$ cat config.mk
export PLATFORM = sky130hd
export DESIGN_NAME = exec_cc_stage_flat
export DESIGN_NICKNAME = d
export VERILOG_FILES = /design/src/rtl/exec_cc_stage_pkg.sv /design/src/rtl/exec_cc_stage_if.sv /design/src/rtl/exec_cc_stage_cond_eval.sv /design/src/rtl/exec_cc_stage.sv /design/src/flat_wrapper.sv
export SDC_FILE = /design/constraint.sdc
export NUM_CORES = 1
export LEC_CHECK = 0
export ABC_AREA = 0
export BUFFER_PORTS_ARGS = -buffer_cell sky130_fd_sc_hd__buf_2
export CORE_AREA = 2 2 116 118
export CTS_CLUSTER_DIAMETER = 80
export CTS_CLUSTER_SIZE = 24
export DETAILED_ROUTE_END_ITERATION = 10
export DIE_AREA = 0 0 118 120
export PLACE_DENSITY = 0.8
export SLEW_MARGIN = 20
export SYNTH_ARGS = -nofsm -noshare
export SYNTH_HDL_FRONTEND = slang
export SYNTH_SLANG_ARGS = --single-unit
$ cat constraint.sdc
create_clock -name clk -period 3.1 [get_ports clk]
set_input_delay 0 -clock clk [delete_from_list [all_inputs] [get_ports clk]]
set_output_delay 0 -clock clk [all_outputs]
set_load 0.03 [all_outputs]
$ cat src/rtl/exec_cc_stage_pkg.sv
// Shared definitions for the execute-stage back half: encodings, RNONE, ifun conditions, E/M record.
// Optional macro EXEC_CC_CARRY_EN adds the unsigned (CF-based) condition codes.
package exec_cc_stage_pkg;

   localparam int DATA_W  = 64;
   localparam int REG_W   = 4;
   localparam int ICODE_W = 4;

   localparam logic [REG_W-1:0] RNONE = '1;

   typedef enum logic [1:0] {
      STAT_AOK = 2'd0,
      STAT_HLT = 2'd1,
      STAT_ADR = 2'd2,
      STAT_INS = 2'd3
   } stat_t;

   localparam logic [ICODE_W-1:0] I_NOP    = 4'h1;
   localparam logic [ICODE_W-1:0] I_CMOVXX = 4'h2;

   localparam logic [ICODE_W-1:0] C_YES = 4'd0;
   localparam logic [ICODE_W-1:0] C_LE  = 4'd1;
   localparam logic [ICODE_W-1:0] C_L   = 4'd2;
   localparam logic [ICODE_W-1:0] C_E   = 4'd3;
   localparam logic [ICODE_W-1:0] C_NE  = 4'd4;
   localparam logic [ICODE_W-1:0] C_GE  = 4'd5;
   localparam logic [ICODE_W-1:0] C_G   = 4'd6;
`ifdef EXEC_CC_CARRY_EN
   localparam logic [ICODE_W-1:0] C_B   = 4'd8;
   localparam logic [ICODE_W-1:0] C_A   = 4'd9;
`endif

   typedef struct packed {
      logic [ICODE_W-1:0] icode;
      logic               cnd;
      stat_t              stat;
      logic [DATA_W-1:0]  val_e;
      logic [DATA_W-1:0]  val_a;
      logic [REG_W-1:0]   dst_e;
      logic [REG_W-1:0]   dst_m;
   } em_reg_t;

   // A NOP bubble: what reset and M_bubble both load into the E/M register.
   localparam em_reg_t EM_NOP = '{
      icode: I_NOP,
      cnd:   1'b0,
      stat:  STAT_AOK,
      val_e: '0,
      val_a: '0,
      dst_e: RNONE,
      dst_m: RNONE
   };

endpackage

$ cat src/rtl/exec_cc_stage_if.sv
// Bus between the ALU/hazard side of execute and the CC/E-M back half.
interface exec_cc_stage_if;
   import exec_cc_stage_pkg::*;

   logic [ICODE_W-1:0] e_icode;
   logic [ICODE_W-1:0] e_ifun;
   logic [1:0]         e_stat;
   logic [DATA_W-1:0]  e_valE;
   logic [DATA_W-1:0]  e_valA;
   logic [REG_W-1:0]   e_dstE;
   logic [REG_W-1:0]   e_dstM;
   logic               alu_zf;
   logic               alu_sf;
   logic               alu_of;
   logic               alu_cf;
   logic               set_cc;
   logic               m_exc;
   logic               M_stall;
   logic               M_bubble;

   logic               e_cnd;
   logic               cc_zf;
   logic               cc_sf;
   logic               cc_of;
   logic               cc_cf;
   logic [ICODE_W-1:0] M_icode;
   logic               M_cnd;
   logic [1:0]         M_stat;
   logic [DATA_W-1:0]  M_valE;
   logic [DATA_W-1:0]  M_valA;
   logic [REG_W-1:0]   M_dstE;
   logic [REG_W-1:0]   M_dstM;

   modport master (
      output e_icode, e_ifun, e_stat, e_valE, e_valA, e_dstE, e_dstM,
             alu_zf, alu_sf, alu_of, alu_cf, set_cc, m_exc, M_stall, M_bubble,
      input  e_cnd, cc_zf, cc_sf, cc_of, cc_cf,
             M_icode, M_cnd, M_stat, M_valE, M_valA, M_dstE, M_dstM
   );

   modport slave (
      input  e_icode, e_ifun, e_stat, e_valE, e_valA, e_dstE, e_dstM,
             alu_zf, alu_sf, alu_of, alu_cf, set_cc, m_exc, M_stall, M_bubble,
      output e_cnd, cc_zf, cc_sf, cc_of, cc_cf,
             M_icode, M_cnd, M_stat, M_valE, M_valA, M_dstE, M_dstM
   );

endinterface

$ cat src/rtl/exec_cc_stage_cond_eval.sv
// Combinational jXX/cmovXX condition evaluator; also reused by decode for prediction checks.
// With EXEC_CC_CARRY_EN, ifun 8/9 add unsigned below/above using CF.
module cond_eval
   import exec_cc_stage_pkg::*;
(
   input  logic [ICODE_W-1:0] ifun,
   input  logic               zf,
   input  logic               sf,
   input  logic               of,
`ifdef EXEC_CC_CARRY_EN
   input  logic               cf,
`endif
   output logic               cnd
);

   logic lt;
   assign lt = sf ^ of;

   always_comb begin
      cnd = 1'b0;
      case (ifun)
         C_YES:   cnd = 1'b1;
         C_LE:    cnd = lt | zf;
         C_L:     cnd = lt;
         C_E:     cnd = zf;
         C_NE:    cnd = ~zf;
         C_GE:    cnd = ~lt;
         C_G:     cnd = ~lt & ~zf;
`ifdef EXEC_CC_CARRY_EN
         C_B:     cnd = cf;
         C_A:     cnd = ~cf & ~zf;
`endif
         default: cnd = 1'b0;
      endcase
   end

endmodule

$ cat src/rtl/exec_cc_stage.sv
// Execute back half: CC register, condition evaluation, cmov dstE gating and the E/M register.
// Define EXEC_CC_CARRY_EN to store CF and enable the unsigned conditions.
module exec_cc_stage
   import exec_cc_stage_pkg::*;
(
   input  logic           clk,
   input  logic           rst,
   exec_cc_stage_if.slave bus
);

   logic    zf_q, sf_q, of_q;
   logic    cf_q;
   logic    cnd;
   em_reg_t em_d, em_q;

   // CC only changes for flag-setting ops with no older exception; stalls do not block it.
   always_ff @(posedge clk) begin
      if (rst) begin
         zf_q <= 1'b1;
         sf_q <= 1'b0;
         of_q <= 1'b0;
      end else if (bus.set_cc && !bus.m_exc) begin
         zf_q <= bus.alu_zf;
         sf_q <= bus.alu_sf;
         of_q <= bus.alu_of;
      end
   end

`ifdef EXEC_CC_CARRY_EN
   always_ff @(posedge clk) begin
      if (rst)
         cf_q <= 1'b0;
      else if (bus.set_cc && !bus.m_exc)
         cf_q <= bus.alu_cf;
   end
`else
   logic unused_alu_cf;
   assign unused_alu_cf = bus.alu_cf;
   assign cf_q          = 1'b0;
`endif

   cond_eval u_cond_eval (
      .ifun (bus.e_ifun),
      .zf   (zf_q),
      .sf   (sf_q),
      .of   (of_q),
`ifdef EXEC_CC_CARRY_EN
      .cf   (cf_q),
`endif
      .cnd  (cnd)
   );

   // An untaken cmov must not write its destination, so its dstE becomes RNONE.
   always_comb begin
      em_d       = EM_NOP;
      em_d.icode = bus.e_icode;
      em_d.cnd   = cnd;
      em_d.stat  = stat_t'(bus.e_stat);
      em_d.val_e = bus.e_valE;
      em_d.val_a = bus.e_valA;
      em_d.dst_e = (bus.e_icode == I_CMOVXX && !cnd) ? RNONE : bus.e_dstE;
      em_d.dst_m = bus.e_dstM;
   end

   always_ff @(posedge clk) begin
      if (rst)
         em_q <= EM_NOP;
      else if (bus.M_stall)
         em_q <= em_q;
      else if (bus.M_bubble)
         em_q <= EM_NOP;
      else
         em_q <= em_d;
   end

   assign bus.e_cnd   = cnd;
   assign bus.cc_zf   = zf_q;
   assign bus.cc_sf   = sf_q;
   assign bus.cc_of   = of_q;
   assign bus.cc_cf   = cf_q;
   assign bus.M_icode = em_q.icode;
   assign bus.M_cnd   = em_q.cnd;
   assign bus.M_stat  = em_q.stat;
   assign bus.M_valE  = em_q.val_e;
   assign bus.M_valA  = em_q.val_a;
   assign bus.M_dstE  = em_q.dst_e;
   assign bus.M_dstM  = em_q.dst_m;

endmodule

$ cat src/flat_wrapper.sv
// flat-port wrapper written by rule: the top's interface ports become plain ports
module exec_cc_stage_flat import exec_cc_stage_pkg::*;
  (clk, rst, bus_e_icode, bus_e_ifun, bus_e_stat, bus_e_valE, bus_e_valA, bus_e_dstE, bus_e_dstM, bus_alu_zf, bus_alu_sf, bus_alu_of, bus_alu_cf, bus_set_cc, bus_m_exc, bus_M_stall, bus_M_bubble, bus_e_cnd, bus_cc_zf, bus_cc_sf, bus_cc_of, bus_cc_cf, bus_M_icode, bus_M_cnd, bus_M_stat, bus_M_valE, bus_M_valA, bus_M_dstE, bus_M_dstM);
  exec_cc_stage_if bus_i ();
  input  logic clk;
  input  logic rst;
  input wire logic [$bits(bus_i.e_icode)-1:0] bus_e_icode;
  input wire logic [$bits(bus_i.e_ifun)-1:0] bus_e_ifun;
  input wire logic [$bits(bus_i.e_stat)-1:0] bus_e_stat;
  input wire logic [$bits(bus_i.e_valE)-1:0] bus_e_valE;
  input wire logic [$bits(bus_i.e_valA)-1:0] bus_e_valA;
  input wire logic [$bits(bus_i.e_dstE)-1:0] bus_e_dstE;
  input wire logic [$bits(bus_i.e_dstM)-1:0] bus_e_dstM;
  input wire logic [$bits(bus_i.alu_zf)-1:0] bus_alu_zf;
  input wire logic [$bits(bus_i.alu_sf)-1:0] bus_alu_sf;
  input wire logic [$bits(bus_i.alu_of)-1:0] bus_alu_of;
  input wire logic [$bits(bus_i.alu_cf)-1:0] bus_alu_cf;
  input wire logic [$bits(bus_i.set_cc)-1:0] bus_set_cc;
  input wire logic [$bits(bus_i.m_exc)-1:0] bus_m_exc;
  input wire logic [$bits(bus_i.M_stall)-1:0] bus_M_stall;
  input wire logic [$bits(bus_i.M_bubble)-1:0] bus_M_bubble;
  output wire logic [$bits(bus_i.e_cnd)-1:0] bus_e_cnd;
  output wire logic [$bits(bus_i.cc_zf)-1:0] bus_cc_zf;
  output wire logic [$bits(bus_i.cc_sf)-1:0] bus_cc_sf;
  output wire logic [$bits(bus_i.cc_of)-1:0] bus_cc_of;
  output wire logic [$bits(bus_i.cc_cf)-1:0] bus_cc_cf;
  output wire logic [$bits(bus_i.M_icode)-1:0] bus_M_icode;
  output wire logic [$bits(bus_i.M_cnd)-1:0] bus_M_cnd;
  output wire logic [$bits(bus_i.M_stat)-1:0] bus_M_stat;
  output wire logic [$bits(bus_i.M_valE)-1:0] bus_M_valE;
  output wire logic [$bits(bus_i.M_valA)-1:0] bus_M_valA;
  output wire logic [$bits(bus_i.M_dstE)-1:0] bus_M_dstE;
  output wire logic [$bits(bus_i.M_dstM)-1:0] bus_M_dstM;
  assign bus_i.e_icode = bus_e_icode;
  assign bus_i.e_ifun = bus_e_ifun;
  assign bus_i.e_stat = bus_e_stat;
  assign bus_i.e_valE = bus_e_valE;
  assign bus_i.e_valA = bus_e_valA;
  assign bus_i.e_dstE = bus_e_dstE;
  assign bus_i.e_dstM = bus_e_dstM;
  assign bus_i.alu_zf = bus_alu_zf;
  assign bus_i.alu_sf = bus_alu_sf;
  assign bus_i.alu_of = bus_alu_of;
  assign bus_i.alu_cf = bus_alu_cf;
  assign bus_i.set_cc = bus_set_cc;
  assign bus_i.m_exc = bus_m_exc;
  assign bus_i.M_stall = bus_M_stall;
  assign bus_i.M_bubble = bus_M_bubble;
  assign bus_e_cnd = bus_i.e_cnd;
  assign bus_cc_zf = bus_i.cc_zf;
  assign bus_cc_sf = bus_i.cc_sf;
  assign bus_cc_of = bus_i.cc_of;
  assign bus_cc_cf = bus_i.cc_cf;
  assign bus_M_icode = bus_i.M_icode;
  assign bus_M_cnd = bus_i.M_cnd;
  assign bus_M_stat = bus_i.M_stat;
  assign bus_M_valE = bus_i.M_valE;
  assign bus_M_valA = bus_i.M_valA;
  assign bus_M_dstE = bus_i.M_dstE;
  assign bus_M_dstM = bus_i.M_dstM;
  exec_cc_stage u_core (.clk(clk), .rst(rst), .bus(bus_i));
endmodule
# After elaboration in Yosys (flattened, before gate mapping)
# Cells that the tools add are included.
[word_totals]
input_bits = 156
regBits = 146
word_cells = 30
[classes]
eq_ne = 7
n_reduce_logical = 5
mux = 3
n_bitwise = 5
[ops]
columns = ["cell", "n"]
rows = [
  ["$mux 143", 1],
  ["$eq 4x2->1 const B", 3],
  ["$eq 4x3->1 const B", 3],
  ["$pmux 1 s7", 1],
  ["$eq 4x1->1 const B", 1],
  ["$logic_not 4->1", 1],
  ["$mux 4", 1],
  ["$logic_and 1x1->1", 2],
  ["$logic_not 1->1", 2],
  ["$not 1->1", 2],
  ["$and 1x1->1", 1],
  ["$or 1x1->1", 1],
  ["$xor 1x1->1", 1],
]

# Longest topological paths before layout
[depth]
depth_word = 8
ltp_mapped = 5
ltp_nobuf = 4

# Modules after synthesis
# Synthesis repeated with hierarchy kept, for this count alone.
[hier_totals]
cells_unflattened = 508
area_unflattened_um2 = 4987.3
[by_module_without_submodules]
columns = ["module", "cells_each", "area_per_inst_um2", "n_inst"]
rows = [
  ["exec_cc_stage", 498, 4906.0, 1],
  ["cond_eval", 10, 81.3, 1],
]

# Least setup slack after synthesis
# No wires, ideal clock.
[synth_timing]
path_type = "register to register"
start = "reg u_core.of_q (netlist: u_core.bus.cc_of)"
end = "reg u_core.em_q (netlist bit u_core.bus.M_dstE[0])"
stages_incl_launch_ff = 5
slack_ns = 1.138
arrival_time_ns = 1.808
cell_sequence = "dfxtp_1 xor2_1 a211o_1 a2111oi_4 a21oi_1"
[synth_between]
elab_chain_cells = 8
word_cells_on_any_way = 9
cone_classes = "mux (3); bitwise (4); reduce/logical (2)"
[synth_rtl]
columns = ["element", "line", "source"]
rows = [
  ["start: declaration", "exec_cc_stage.sv:11", "logic zf_q, sf_q, of_q;"],
  ["start signal: assignment", "exec_cc_stage.sv:25", "of_q <= bus.alu_of;"],
  ["$xor 1x1->1 (*)", "exec_cc_stage_cond_eval.sv:17", "assign lt = sf ^ of;"],
  ["$not 1->1", "exec_cc_stage_cond_eval.sv:27, exec_cc_stage_cond_eval.sv:28", ""],
  ["$and 1x1->1", "exec_cc_stage_cond_eval.sv:28", "C_G: cnd = ~lt & ~zf;"],
  ["$pmux 1 s7 (*)", "exec_cc_stage_cond_eval.sv:21", "case (ifun)"],
  ["net bus_e_cnd", "flat_wrapper.sv:22", "output wire logic [$bits(bus_i.e_cnd)-1:0] bus_e_cnd;"],
  ["$logic_not 1->1 (*)", "exec_cc_stage.sv:61", "em_d.dst_e = (bus.e_icode == I_CMOVXX && !cnd) ? RNONE : bus.e_dstE;"],
  ["$logic_and 1x1->1 (*)", "exec_cc_stage.sv:61", ""],
  ["$mux 4 (*)", "exec_cc_stage.sv:61", ""],
  ["$mux 143 (*)", "exec_cc_stage.sv:70", "else if (bus.M_bubble)"],
  ["end signal: assignment", "exec_cc_stage.sv:69", "em_q <= em_q;"],
  ["end signal: assignment", "exec_cc_stage.sv:73", "em_q <= em_d;"],
  ["end: declaration", "exec_cc_stage.sv:14", "em_reg_t em_d, em_q;"],
]
# Mark *: on every way through the listed nets, which the timed path passes. The rest lies on a longest branch.
# A chain may end at the register's enable or synchronous reset.

# Final worst setup path
[layout_timing]
start = "reg u_core.sf_q (netlist: u_core.bus.cc_sf)"
end = "reg u_core.em_q (netlist bit u_core.bus.M_dstE[1])"
[layout_between]
elab_chain_cells = 8
word_cells_on_any_way = 9
cone_classes = "mux (3); bitwise (4); reduce/logical (2)"
[layout_rtl]
columns = ["element", "line", "source"]
rows = [
  ["start: declaration", "exec_cc_stage.sv:11", ""],
  ["start signal: assignment", "exec_cc_stage.sv:24", "sf_q <= bus.alu_sf;"],
  ["$xor 1x1->1 (*)", "exec_cc_stage_cond_eval.sv:17", ""],
  ["$not 1->1", "exec_cc_stage_cond_eval.sv:27, exec_cc_stage_cond_eval.sv:28", ""],
  ["$and 1x1->1", "exec_cc_stage_cond_eval.sv:28", ""],
  ["$pmux 1 s7 (*)", "exec_cc_stage_cond_eval.sv:21", ""],
  ["$logic_not 1->1 (*)", "exec_cc_stage.sv:61", ""],
  ["$logic_and 1x1->1 (*)", "exec_cc_stage.sv:61", ""],
  ["$mux 4 (*)", "exec_cc_stage.sv:61", ""],
  ["$mux 143 (*)", "exec_cc_stage.sv:70", ""],
]
# Mark *: on every way between the ends. The rest lies on a longest branch, timed or not.

==> summary.txt <==
Syn Inst Count: 509
period utilization: 71.6%
area delta synth->final: 74.3%
Pleak: 4.05 nW
Synth async-reset ratio: 0%
post-route setup TNS: 0 ps
dpl hpwl: 9540 um
WHS: 55.1 ps
Num CTS Buffers: 17
grt ovf: 0
Placer Congestion: 0.794
minimum clock period after layout: 2220 ps
initial antenna violation count: 0
clk_lat worst skew: 400 ps
CTS H-Tree Depth: 4
Clk network pwr share: 41.8%
Unique masters post-synth: 25
vias: 5,699
fin util: 66.0%
Layout Cells excl Fill: 1,123
Net count, final: 1,091
final hold violation count: 0
buffers added on ports: 301
HP Class: in -> reg
status: finished, final reports clean
Final ANT Viol Nets: 0
Avg Vias per Cell: 5.07
Tot Pwr: 4.65 mW
Final Slew Violations: 0
Die H: 120 um
Synth Flop Type: dfxtp_1
Max Fclk: 0.451 GHz
num rows: 42
critical path class: reg -> reg
Total Wirelength: 18,100 um
FF+latch count, synth: 146
filler instances: 935
Cell Chain, Critical Path: xor2_1, a211o_1, a2111oi_4, a21oi_1, dlygate4sd3_1
post-synthesis instance area: 0.00491 mm2
data required time at the worst endpoint: 3390 ps
most numerous cell in the Yosys netlist: dfxtp_1
clock tree skew after final layout: 5.57 ps
DRC errors left: 0
power share of the sequential group: 42.9%
CP Max Fanout: 6
Initial Utilization: 37.9%
Crit. End Element: flop
n_diodes: 0
synth top area cells: dfxtp_1, a22oi_1, nor2_1
slew margin rel.: 39.1%
Pre-antenna DRT Iters: 5
number of synthesized flops with an enable pin: 0
slowest stage delay, CP: 570 ps
CTS tree: done
Seq/Total Area, Yosys: 59.5%
Least-Margin Pin Slew: 914 ps
average wire per standard cell: 16.1 um
Gate power share: 15.4%
I/O pins: 304
max-cap violations: 0
crit path launch type: flop
layout cells sized above 1: 35.8%
Clk pin slew, worst setup/hold paths: 60 ps
Tot GR Track Use: 25.1%
placed cell count: 943
Die ar.: 0.0142 mm2
final setup fails: 0
CORE AREA: 0.0130 mm2
PD cells: 543 mW/mm2
die width: 118 um
commonest cells in the netlist: dfxtp_1, nor2_1, a22oi_1
RSZ-0062 raised after global routing: false
P_sw: 1.20 mW
Clock Tree Buf Depth: 2
Internal: 3.45 mW
Reg2Reg Depth: 5
# resized after CTS: 0
warning count from the yosys run: 0
hold depth: 4
cell area after layout: 0.00857 mm2
largest net degree at the start of global routing: 85
pre-CTS setup slack: 1370 ps
clock root cell: clkbuf_16
Syn Area/Cell: 9.65 um2
dpl cell area: 0.00651 mm2
worst setup margin: 881 ps
CP arrival: 2510 ps
first-pass GRT wire length: 28,500 um
number of global-route vias before repair: 5,770
post-synth top area cell: dfxtp_1
Synth Net Count: 665
Detailed Route Iter0 Violations: 407
Sink Count: 146
Switching Share: 25.8%
Yosys top cell area share: 59.5%
slowest CP cell: dlygate4sd3_1
Peak VDD IR: 0.313 mV
[power groups by stage]
stage | Sequential [mW] | Combinational, mW | Clock (mW)
after floorplan | 2.17 | 0.186 | 0
after global placement | 2.02 | 0.538 | 0
after detailed placement | 2.03 | 0.545 | 0
after CTS | 1.99 | 0.694 | 1.97
after global routing | 2.00 | 0.761 | 2.08
final | 1.99 | 0.715 | 1.94
[flip-flops by register name, summed over array words and instances, names as in the netlist]
| register | cells |
|---|---|
| u_core.bus.M_cnd | 1 |
| u_core.bus.M_dstE | 4 |
| u_core.bus.M_dstM | 4 |
| u_core.bus.M_icode | 4 |
| u_core.bus.M_stat | 2 |
| u_core.bus.M_valA | 64 |
| u_core.bus.M_valE | 64 |
| u_core.bus.cc_of | 1 |
| u_core.bus.cc_sf | 1 |
| u_core.bus.cc_zf | 1 |
[final cells by class]
cell class | instances | area [um2] | share of cell area, %
tap | 176 | 220 | 2.57
clock buffer | 22 | 484 | 5.65
timing repair buffer | 454 | 3050 | 35.6
clock inverter | 9 | 81.3 | 0.949
multi-input combinational | 311 | 1790 | 20.9
inverter | 5 | 18.8 | 0.219
sequential | 146 | 2920 | 34.1
[timing repair]
| action | 4_1_cts | 5_1_grt |
|---|---|---|
| endpoints found under the hold margin | 146 | 0 |
| hold buffers | 149 | 0 |
| buffers inserted | 0 | 0 |
[worst paths after layout]
check	from	to	slack, ps
worst max register to register	u_core.bus.cc_sf	u_core.bus.M_dstE[1]	880
worst min-delay path	bus_M_bubble	u_core.bus.M_valE[53]	60
worst min register to register	u_core.bus.M_dstM[0]	u_core.bus.M_dstM[0]	490
worst max-delay path	u_core.bus.cc_sf	u_core.bus.M_dstE[1]	880
[worst max-delay path: cells and delay by family (launching register included)]
| kind | cells | cell delay, ps |
|---|---|---|
| buffers and inverters | 1 | 570 |
| flip-flops | 1 | 340 |
| AO/OA/AOI/OAI | 3 | 1000 |
| XOR/XNOR | 1 | 200 |
[kinds of logic after synthesis]
kind of cell	share of synthesized area [%]
AOI/OAI and AO/OA	23.3
xor gates and xnor gates	0.178
buffers and inverters	4.18
DFF	59.5
muxes	0.611
other	0.0763
and+or+nand+nor	12.2
[placed cells by master, fill, tap and decap left out, drive strengths merged]
| master | count |
|---|---|
| a2111oi | 1 |
| a211o | 1 |
| a211oi | 1 |
| a21oi | 5 |
| a22oi | 132 |
| a32o | 1 |
| buf | 305 |
| bufinv | 1 |
| clkbuf | 22 |
| clkinv | 5 |
| clkinvlp | 3 |
| conb | 1 |
| dfxtp | 146 |
| dlygate4sd3 | 149 |
| inv | 5 |
| mux2i | 3 |
| nand2 | 7 |
| nand2b | 2 |
| nor2 | 137 |
| nor2b | 1 |
| nor3 | 5 |
| nor3b | 1 |
| o22ai | 9 |
| o31a | 1 |
| o41ai | 1 |
| or2 | 1 |
| xor2 | 1 |
[routing by layer]
metal	wire [um]	track usage, %
met2	9290	44.7
met4	653	14.2
met3	1250	7.84
met5	0	0
met1	6870	26.2
No activity file was read; power rests on OpenSTA's default activity.
